--- config.mk ---
export PLATFORM = sky130hd
export DESIGN_NAME = bcd_countdown_timer
export DESIGN_NICKNAME = d
export VERILOG_FILES = /design/src/rtl/bcd_countdown_timer.sv
export SDC_FILE = /design/constraint.sdc
export NUM_CORES = 1
export LEC_CHECK = 0
export CAP_MARGIN = 10
export CORE_MARGIN = 5
export CORE_UTILIZATION = 48
export DETAILED_ROUTE_END_ITERATION = 10
export GPL_TIMING_DRIVEN = 0
export PLACE_DENSITY = 0.87
export SLEW_MARGIN = 0
export SYNTH_ARGS = -nofsm -noshare
export SYNTH_HDL_FRONTEND = slang
export SYNTH_SLANG_ARGS = --single-unit
--- constraint.sdc ---
create_clock -name slowclk -period 2.75 [get_ports slowclk]
set_input_delay 0.55 -clock slowclk [delete_from_list [all_inputs] [get_ports slowclk]]
set_output_delay 0.55 -clock slowclk [all_outputs]
set_load 0.005 [all_outputs]
--- src/rtl/bcd_countdown_timer.sv ---
// BCD countdown timer: loadable multi-digit down-counter with run/pause control,
// one-shot or auto-reload expiry and a single-cycle done pulse.
module bcd_countdown_timer #(
  parameter int DIGITS      = 2,
  parameter int AUTO_RELOAD = 0
) (
  input  logic                  slowclk,
  input  logic                  rst,
  input  logic                  tick,
  input  logic                  load,
  input  logic [4*DIGITS-1:0]   load_val,
  input  logic                  start,
  input  logic                  pause,
  output logic [4*DIGITS-1:0]   count,
  output logic                  running,
  output logic                  paused,
  output logic                  done,
  output logic [1:0]            state_o
);

  localparam int W = 4 * DIGITS;

  // state_o encoding: 0 IDLE, 1 RUN, 2 PAUSED, 3 EXPIRED
  typedef enum logic [1:0] {
    ST_IDLE    = 2'd0,
    ST_RUN     = 2'd1,
    ST_PAUSED  = 2'd2,
    ST_EXPIRED = 2'd3
  } state_t;

  state_t         state_q;
  logic [W-1:0]   count_q;
  logic [W-1:0]   reload_q;
  logic           done_q;

  logic [W-1:0]   load_sat;
  logic [W-1:0]   count_dec;
  logic           borrow;
  logic           count_zero;
  logic           count_one;

  // Out-of-range digits clamp to 9 so the counter never holds a non-BCD nibble.
  always_comb begin
    load_sat = '0;
    for (int i = 0; i < DIGITS; i++) begin
      load_sat[4*i +: 4] = (load_val[4*i +: 4] > 4'd9) ? 4'd9 : load_val[4*i +: 4];
    end
  end

  // Borrow ripples through every digit within one cycle.
  always_comb begin
    count_dec = '0;
    borrow    = 1'b1;
    for (int i = 0; i < DIGITS; i++) begin
      if (borrow) begin
        if (count_q[4*i +: 4] == 4'd0) begin
          count_dec[4*i +: 4] = 4'd9;
        end else begin
          count_dec[4*i +: 4] = count_q[4*i +: 4] - 4'd1;
          borrow              = 1'b0;
        end
      end else begin
        count_dec[4*i +: 4] = count_q[4*i +: 4];
      end
    end
  end

  assign count_zero = (count_q == '0);
  assign count_one  = (count_q == W'(1));

  always_ff @(posedge slowclk) begin
    if (rst) begin
      state_q  <= ST_IDLE;
      count_q  <= '0;
      reload_q <= '0;
      done_q   <= 1'b0;
    end else begin
      done_q <= 1'b0;
      if (load) begin
        count_q  <= load_sat;
        reload_q <= load_sat;
        state_q  <= ST_IDLE;
      end else if (pause) begin
        if (state_q == ST_RUN) begin
          state_q <= ST_PAUSED;
        end
      end else if (start && (state_q == ST_IDLE || state_q == ST_PAUSED)) begin
        if (!count_zero) begin
          state_q <= ST_RUN;
        end
      end else if (tick && state_q == ST_RUN) begin
        if (count_one) begin
          done_q <= 1'b1;
          if (AUTO_RELOAD != 0) begin
            count_q <= reload_q;
          end else begin
            count_q <= '0;
            state_q <= ST_EXPIRED;
          end
        end else if (!count_zero) begin
          count_q <= count_dec;
        end
      end
    end
  end

  assign count   = count_q;
  assign done    = done_q;
  assign running = (state_q == ST_RUN);
  assign paused  = (state_q == ST_PAUSED);
  assign state_o = state_q;

endmodule

; Word level (Yosys, flattened, before mapping)
; Index checks and enable logic that the tools add are counted.
[totals]
reg_bits = 11
input_bits = 14
out_inout_bits = 13
word_cells = 52
[classes]
addsub = 2
magnitude_cmp = 2
eq_ne = 8
n_mux = 19
bitwise = 1
n_reduce_logical = 16
[op_table]
columns = op, count
row1 = 8-bit 2-to-1 mux, 6
row2 = 4-bit 2-to-1 mux, 5
row3 = 2-bit 2-to-1 mux, 6
row4 = 3-bit nonzero test, 3
row5 = 8-bit by 1-bit equality test with 1-bit output (second input constant), 1
row6 = 4-bit greater-than comparator (second input constant), 2
row7 = 4-bit zero test, 2
row8 = 8-bit zero test, 1
row9 = 4-bit AND reduction, 2
row10 = 4-bit by 1-bit subtractor with 4-bit output (second input constant), 2
row11 = 5-bit AND reduction, 1
row12 = 5-bit OR reduction, 1
row13 = 2-bit != test (second input constant), 2
row14 = 3-bit by 2-bit != test with 1-bit output (second input constant), 1
row15 = 3-bit != test (second input constant), 1
row16 = 2-bit by 1-bit equality test with 1-bit output (second input constant), 1
row17 = 2-bit equality test (second input constant), 1
row18 = 1-bit logical AND, 2
row19 = 2-bit zero test, 1
row20 = 1-bit 2-to-1 mux, 2
row21 = 2-bit by 1-bit != test with 1-bit output (second input constant), 1
row22 = 2-bit nonzero test, 1
row23 = 2-bit OR reduction, 1
row24 = 1-bit logical OR, 1
row25 = 1-bit inverter, 1

; Longest topological paths before layout
; Gate-level depths: netlist of run 1.
[depth]
depth_word = 9
ltp_mapped = 6
mapped_depth_nobuf = 6

; Worst setup path after synthesis of run 1
; Ideal clock, no wire load.
[synth_timing]
path_type = register to register
startpoint = register count_q[4] (netlist: count[4])
endpoint = register count_q[1] (netlist: count[1])
setup_ns = 0.091
t_arrival_ns = 1.663
required_time_ns = 2.659
path_slack_ns = 0.996
stages_incl_launch_ff = 7
path_buffers = 0
period_less_slack_ns = 1.754
cell_sequence = dfxtp_1 -> inv_1 -> ha_1 -> or3b_4 -> nor2_2 -> or4b_1 -> a311oi_1
[synth_via]
elab_chain_cells = 6
word_cells_on_any_way = 9
cone_classes = eq/ne: 2 / mux: 5 / reduce/logical: 2
[synth_lines]
columns = item, line
row1 = from (decl), 32  ; logic [W-1:0] count_q;
row2 = from (signal assigned), 80  ; count_q <= load_sat;
row3 = from (signal assigned), 95  ; count_q <= reload_q;
row4 = from (signal assigned), 101  ; count_q <= count_dec;
row5 = 8-bit by 1-bit equality test with 1-bit output, 69  ; assign count_one = (count_q == W'(1));
row6 = 8-bit 2-to-1 mux, 92  ; if (count_one) begin
row7 = 8-bit 2-to-1 mux, 91  ; end else if (tick && state_q == ST_RUN) begin
row8 = 8-bit 2-to-1 mux, 87  ; end else if (start && (state_q == ST_IDLE || state_q == ST_PAUSED)) begin
row9 = 8-bit 2-to-1 mux, 83  ; end else if (pause) begin
row10 = 8-bit 2-to-1 mux, 79  ; if (load) begin
; Several ways; a longest one is shown, not always the timed one. The select of a mux whose other input is x is not followed.
; A chain may end at the register's enable or synchronous reset.

; Worst setup path after layout of run 1
[layout_timing]
startpoint = register count_q[4] (netlist: count[4])
endpoint = register count_q[2] (netlist: count[2])
; The elaborated chain is that of the path after synthesis.

==> results of run 1 <==
per-layer routing:
metal  global-route usage [%]  wire, um  vias up
met5                        0         0        -
met4                    6.114        45        0
met3                    4.871       145        4
met2                    31.36      1052       33
met1                    21.75       992      412
li1                         -         -      440
state kept, by name, summed over array words and instances, names as in the netlist:
register	flops
done	1
count	8
state_o	2
cell usage in the layout (no fill, tap or decap), types with 3 or more instances in the layout:
cell	count
a21oi_1	4
nand3b_1	4
or3b_4	3
a211oi_1	4
nand2_1	6
dfxtp_1	11
o21ai_0	5
clkbuf_1	4
ha_1	5
o31ai_1	5
clkdlybuf4s50_1	25
clkbuf_4	3
nor2_1	5
inv_1	7
kinds of logic after synthesis:
kind of cell,count (synthesis)
AO/OA/AOI/OAI,36
AND/OR/NAND/NOR,34
buffers and inverters,11
flip-flops,11
adder cells (fa/ha/maj),5
multiplexers,1
cell type report:
type,instances,area share [%]
clock buffers,4,2.318
repair buffers,25,22.08
plain buffers,4,1.435
well taps,17,1.876
inverters,7,2.318
multi-input cells,76,50.55
flip-flops and latches,11,19.43
critical path: cells and delay by family (launching register included):
family | cells | cell delay, ps
buffers and inverters | 1 | 120
AND/OR/NAND/NOR | 1 | 610
AO/OA/AOI/OAI | 2 | 720
adder cells (fa/ha/maj) | 1 | 180
flip-flops | 1 | 360
through the flow:
step                setup slack (ps)  utilization, %  hold WS, ps
floorplan                      996.0               -        507.1
global placement               536.1           65.56        525.3
detailed placement             508.2           65.56        536.0
CTS                            698.9           67.11        546.1
global route                   470.5           67.11        591.7
finish                         656.8           67.11        548.9
worst max path at each step:
stage,endpoint,cells after the start,start
after floorplan,count[1],6,count[4]
after global placement,count[1],6,load
after detailed placement,count[1],6,load
after CTS,count[2],5,count[4]
after global routing,count[0],6,count[4]
final,count[2],5,count[4]
where the power goes:
group	leakage, nW	total, mW	switching (mW)	internal [mW]
clock network	0.0150	0.112	0.0557	0.0561
registers	0.0904	0.186	0.0165	0.170
logic	0.315	0.169	0.0781	0.0907
total	0.420	0.467	0.150	0.316
==> qor.txt, run 1 <==
Setup Buffers After CTS: 0
Cell Area, Placed: 1107 um2
Routed len/inst: 15.53 um
DR iter-0 viols: 30
Final HPWL DP: 1748 um
Final-report max-slew violation count: 0
Synth cell types: 41
CP Data Arrival Time: 2250 ps
Top Ports: 27
Post-CTS Resized: 0
Worst hold path class: register to register
R2R Path End: count[2]
Register-to-Register Path Depth: 5
Post-Syn Nets: 117
Max clock buf depth: 2
Routed vias/inst: 6.174
Most frequent cell after synthesis: dfxtp_1
RSZ-0062 raised after global routing: no
Vias in the first global route: 818
Startpoint types: register
Synth area leader: dfxtp_1
Clock Skews: 4.838 ps
CTS H-tree depth: 1
Flop2flop setup slack: 660 ps
Register area: 220.2 um2
Final Instance Area: 1134 um2
Nets: 147
WHS Path Cells: 2
#FFs+latches synth: 11
Multi-input gate area: 573.1 um2
Post-synth top cells: 11 x dfxtp_1, 7 x inv_1, 6 x nand2_1
Via count: 889
Final setup vio count: 0
Reg2Reg Launch Point: count[4]
Mux cell area share after synthesis: 2.695%
Hold Vio Cnt, Final: 0
Placed cell count: 140
Crit-path max FO: 6
Adder-cell share of the synthesized area: 7.485%
CP max-delay cell: nor3b_1
Drt total wl: 2236 um
Leakage Power: 0.4201 nW
Layout cells sized above 1: 8.661%
Antenna violations before repair: 0
WS Path Type: register to register
Largest family of logic cells by synthesized area: compound AO/OA/AOI/OAI gates
Critical path's largest stage delay: 610 ps
Crit-path cells: inv_1 -> ha_1 -> nor3b_1 -> a32oi_1 -> a32o_1
Pre-antenna DRT Iters: 4
Clk_lat worst skew: 270 ps
Register area share after synthesis: 26.35%
Hold_buf cts: 0
GP Congestion: 0.8837
Yosys warns: 0
Synth Area in Compound Gates: 32.34%
Antenna Diode Count: 0
First-pass GRT wire length: 3705 um
Min-delay src: state_o[0]
Die height: 51.73 um
Status: completed
PD cells: 411.6 nW/um2
Cell area after synthesis: 835.8 um2
Clock buffer count from CTS: 3
CP Capture Type: register
Initial core utilization: 49.48%
Area delta synth->final: 35.63%
MaxCap Viol Count: 0
Core area: 1689 um2
Sink Count: 11
Setup TNS: 0 ps
Min Tclk post-route: 2093 ps
Ys flop type: dfxtp_1
Synth Area in XOR/XNOR: 0%
Fin cells: 144
CTS tree: built
DIE AREA: 2676 um2
All-Layer GR Usage: 18.23%
Fillers: 137
CTS Root Buffer Type: clkbuf_4
Die W: 51.73 um
Slew at the pin with the worst max-slew slack: 713.4 ps
Relative slew margins: 52.33%
Total power: 0.4666 mW
Total gr overflow: 0
FMAX: 0.4777 GHz
Final worst path period share: 76.12%
Mapped Cells: 98
Synth top area share: 26.35%
Remaining antenna violation count: 0
Largest cells by area after synthesis: dfxtp_1 26%, ha_1 7.5%, o31ai_1 4.5%, or3b_4 4.0%, a211oi_1 3.6%
Simple-gate share of the synthesized area: 26.05%
I/O Buffers: 25
Row count: 15
Pin count of the biggest net entering global routing: 11
EDFF count, synth: 0
Clock-pin slew on the worst setup and hold paths: 70 ps
Maximum vdd drop: 0.3819 mV
Worst Hold Path EP: state_o[1]
Number of remaining DRC errors: 0
FFs w/ async S/R, synth: 0%
Worst endpoint required time: 2910 ps
Mean Syn Cell Area: 8.529 um2
Power figures use the tool's default switching activity.
==> run 2: changes to the inputs <==
CORE_UTILIZATION = 45   (was 48)
PLACE_DENSITY = 0.82   (was 0.87)
clock period = 1.95 ns   (was 2.75 ns; I/O delays follow)
==> run 2 against run 1 <==
First-iteration DRC count down 23%. Power up 44%. Count of clock-buffer cells in the layout unchanged. Critical path depth up 1. Sequential share of layout area up 0.097 points. Final cell count up 5.6%. Fmax up 14%. Critical path type unchanged. Critical endpoint is now count[7]. Highest routed layer unchanged.
==> qor.txt, run 2 (synthesized netlist as in run 1, its figures left out) <==
Status: completed
GP Congestion: 0.7990 (-9.6%)
Reg2Reg Launch Point: count[4]
Switch share: 33.06% (+0.85 points)
Fillers: 152 (+11%)
FMAX: 0.5443 GHz (+14%)
Setup slack after layout: 112.8 ps (-544.0 ps)
Setup Buffers After CTS: 0 (unchanged)
Clk_lat worst skew: 280 ps (about the same)
Slew at the pin with the worst max-slew slack: 536.6 ps (-176.8 ps)
DIE AREA: 2819 um2 (+5.3%)
Drt total wl: 2281 um (+2.0%)
Min-delay src: count[1]
First-pass GRT wire length: 3657 um (-1.3%)
Most common cell after layout, fill and taps aside: clkdlybuf4s50_1
Antenna violations before repair: 0 (unchanged)
Max clock buf depth: 2 (unchanged)
Number of remaining DRC errors: 0 (unchanged)
DR iter-0 viols: 23 (-23%)
Commonest non-fill, non-tap cells in the layout: 25 x clkdlybuf4s50_1, 7 x inv_1, 7 x dfxtp_1
Total gr overflow: 0 (unchanged)
Pint: 0.4492 mW (+42%)
Final-report max-slew violation count: 0 (unchanged)
Relative slew margins: 64.23% (+12 points)
Routed len/inst: 15.01 um (-3.4%)
Clock-pin slew on the worst setup and hold paths: 70 ps (about the same)
Routed vias/inst: 5.796 (-6.1%)
RSZ-0062 raised after global routing: no
Total power: 0.6710 mW (+44%)
Pin count of the biggest net entering global routing: 11 (unchanged)
Pre-antenna DRT Iters: 4 (unchanged)
MaxCap Viol Count: 0 (unchanged)
Core area: 1745 um2 (+3.3%)
CP Data Arrival Time: 2030 ps (-220 ps)
Worst endpoint required time: 2140 ps (-770 ps)
All-Layer GR Usage: 18.22% (about the same)
R2R Path End: count[7]
Clock Skews: 2.405 ps (-2.432 ps)
PD cells: 581.6 nW/um2 (+41%)
Hold Vio Cnt, Final: 0 (unchanged)
Crit-path max FO: 5 (-1)
Cell Area, Placed: 1117 um2 (+0.90%)
Startpoint types: register
Vias in the first global route: 795 (-2.8%)
Register-to-Register Path Depth: 6 (+1)
Final HPWL DP: 1707 um (-2.3%)
Max FFs per register: 8 (unchanged)
CTS H-tree depth: 1 (unchanged)
Leakage Power: 0.4241 nW (+0.96%)
Flop2flop setup slack: 110 ps (-540 ps)
Min Tclk post-route: 1837 ps (-256.0 ps)
Via count: 881 (-0.90%)
Row count: 15 (unchanged)
Origin of the worst setup path: count[4]
Antenna Diode Count: 0 (unchanged)
Flop pwr share: 39.4% (-0.5 points)
Worst Setup EP: count[7]
CTS tree: built
CP Capture Type: register
Area delta synth->final: 38.02%
Clock power share: 24.7% (+0.7 points)
WS Path Type: register to register
Psw: 0.2218 mW (+48%)
Maximum vdd drop: 0.4643 mV (+22%)
Top Ports: 27 (unchanged)
Nets: 147 (unchanged)
Initial core utilization: 47.89% (-1.6 points)
Place WS: -155.9 ps (-664.1 ps)
I/O Buffers: 25 (unchanged)
Hold_ws: 529.5 ps (-19.46 ps)
Worst hold path class: register to register
Final setup vio count: 0 (unchanged)
Die height: 53.10 um (+2.6%)
Clock buffer count from CTS: 3 (unchanged)
CTS Root Buffer Type: clkbuf_4
Layout cells sized above 1: 12.60% (+3.9 points)
Final Instance Area: 1154 um2 (+1.8%)
Sink Count: 11 (unchanged)
Die W: 53.10 um (+2.6%)
Final worst path period share: 94.22% (+18 points)
Logic pwr share: 35.9% (-0.3 points)
Remaining antenna violation count: 0 (unchanged)
run 2: worst min path at each step:
stage	end	slack (ps)	depth (start not counted)
floorplan	state_o[1]	510	2
global placement	state_o[1]	520	2
detailed placement	state_o[1]	530	2
CTS	state_o[1]	540	2
global route	count[1]	540	2
finish	count[1]	530	2
run 2: through the flow:
| step | std cells | TNS (ps) | utilization, % |
|---|---|---|---|
| floorplan | 98 | 0 | - |
| global placement | 148 | -298.3 | 64.01 |
| detailed placement | 148 | -357.7 | 64.01 |
| CTS | 152 | 0 | 65.81 |
| global route | 152 | 0 | 66.09 |
| finish | 152 | 0 | 66.09 |
run 2: final cells by class:
class	count	area, um2	share of cell area [%]
flip-flops and latches	11	225.2	19.52
repair buffers	25	250.2	21.69
well taps	25	31.28	2.711
inverters	7	26.28	2.278
clock buffers	4	26.28	2.278
plain buffers	4	16.27	1.410
multi-input cells	76	578.1	50.11
run 2: timing repair:
item,CTS,global route
gates resized for setup,1,4
endpoints found under the setup margin,3,3
hold buffers,0,0
run 2: metal layers:
| metal | track usage (%) | wire length (um) | up-vias |
|---|---|---|---|
| met4 | 11.06 | 57 | 0 |
| li1 | - | - | 437 |
| met2 | 28.51 | 1063 | 38 |
| met3 | 2.817 | 169 | 5 |
| met5 | 0 | 0 | - |
| met1 | 23.18 | 991 | 401 |
run 2: power groups by stage:
stage	clock network [mW]	logic, mW	registers [mW]
2_1_floorplan	0	0.148	0.264
3_3_place_gp	0	0.231	0.266
3_5_place_dp	0	0.237	0.267
4_1_cts	0.166	0.240	0.262
5_1_grt	0.181	0.263	0.268
6_report	0.165	0.241	0.264
run 2: worst max-delay path, cell delays in order (launching register included):
cell and delay, ps:
dfxtp_2 350, inv_1 100, ha_1 180, or3b_4 420
mux2i_4 220, a21o_1 230, a221oi_2 250
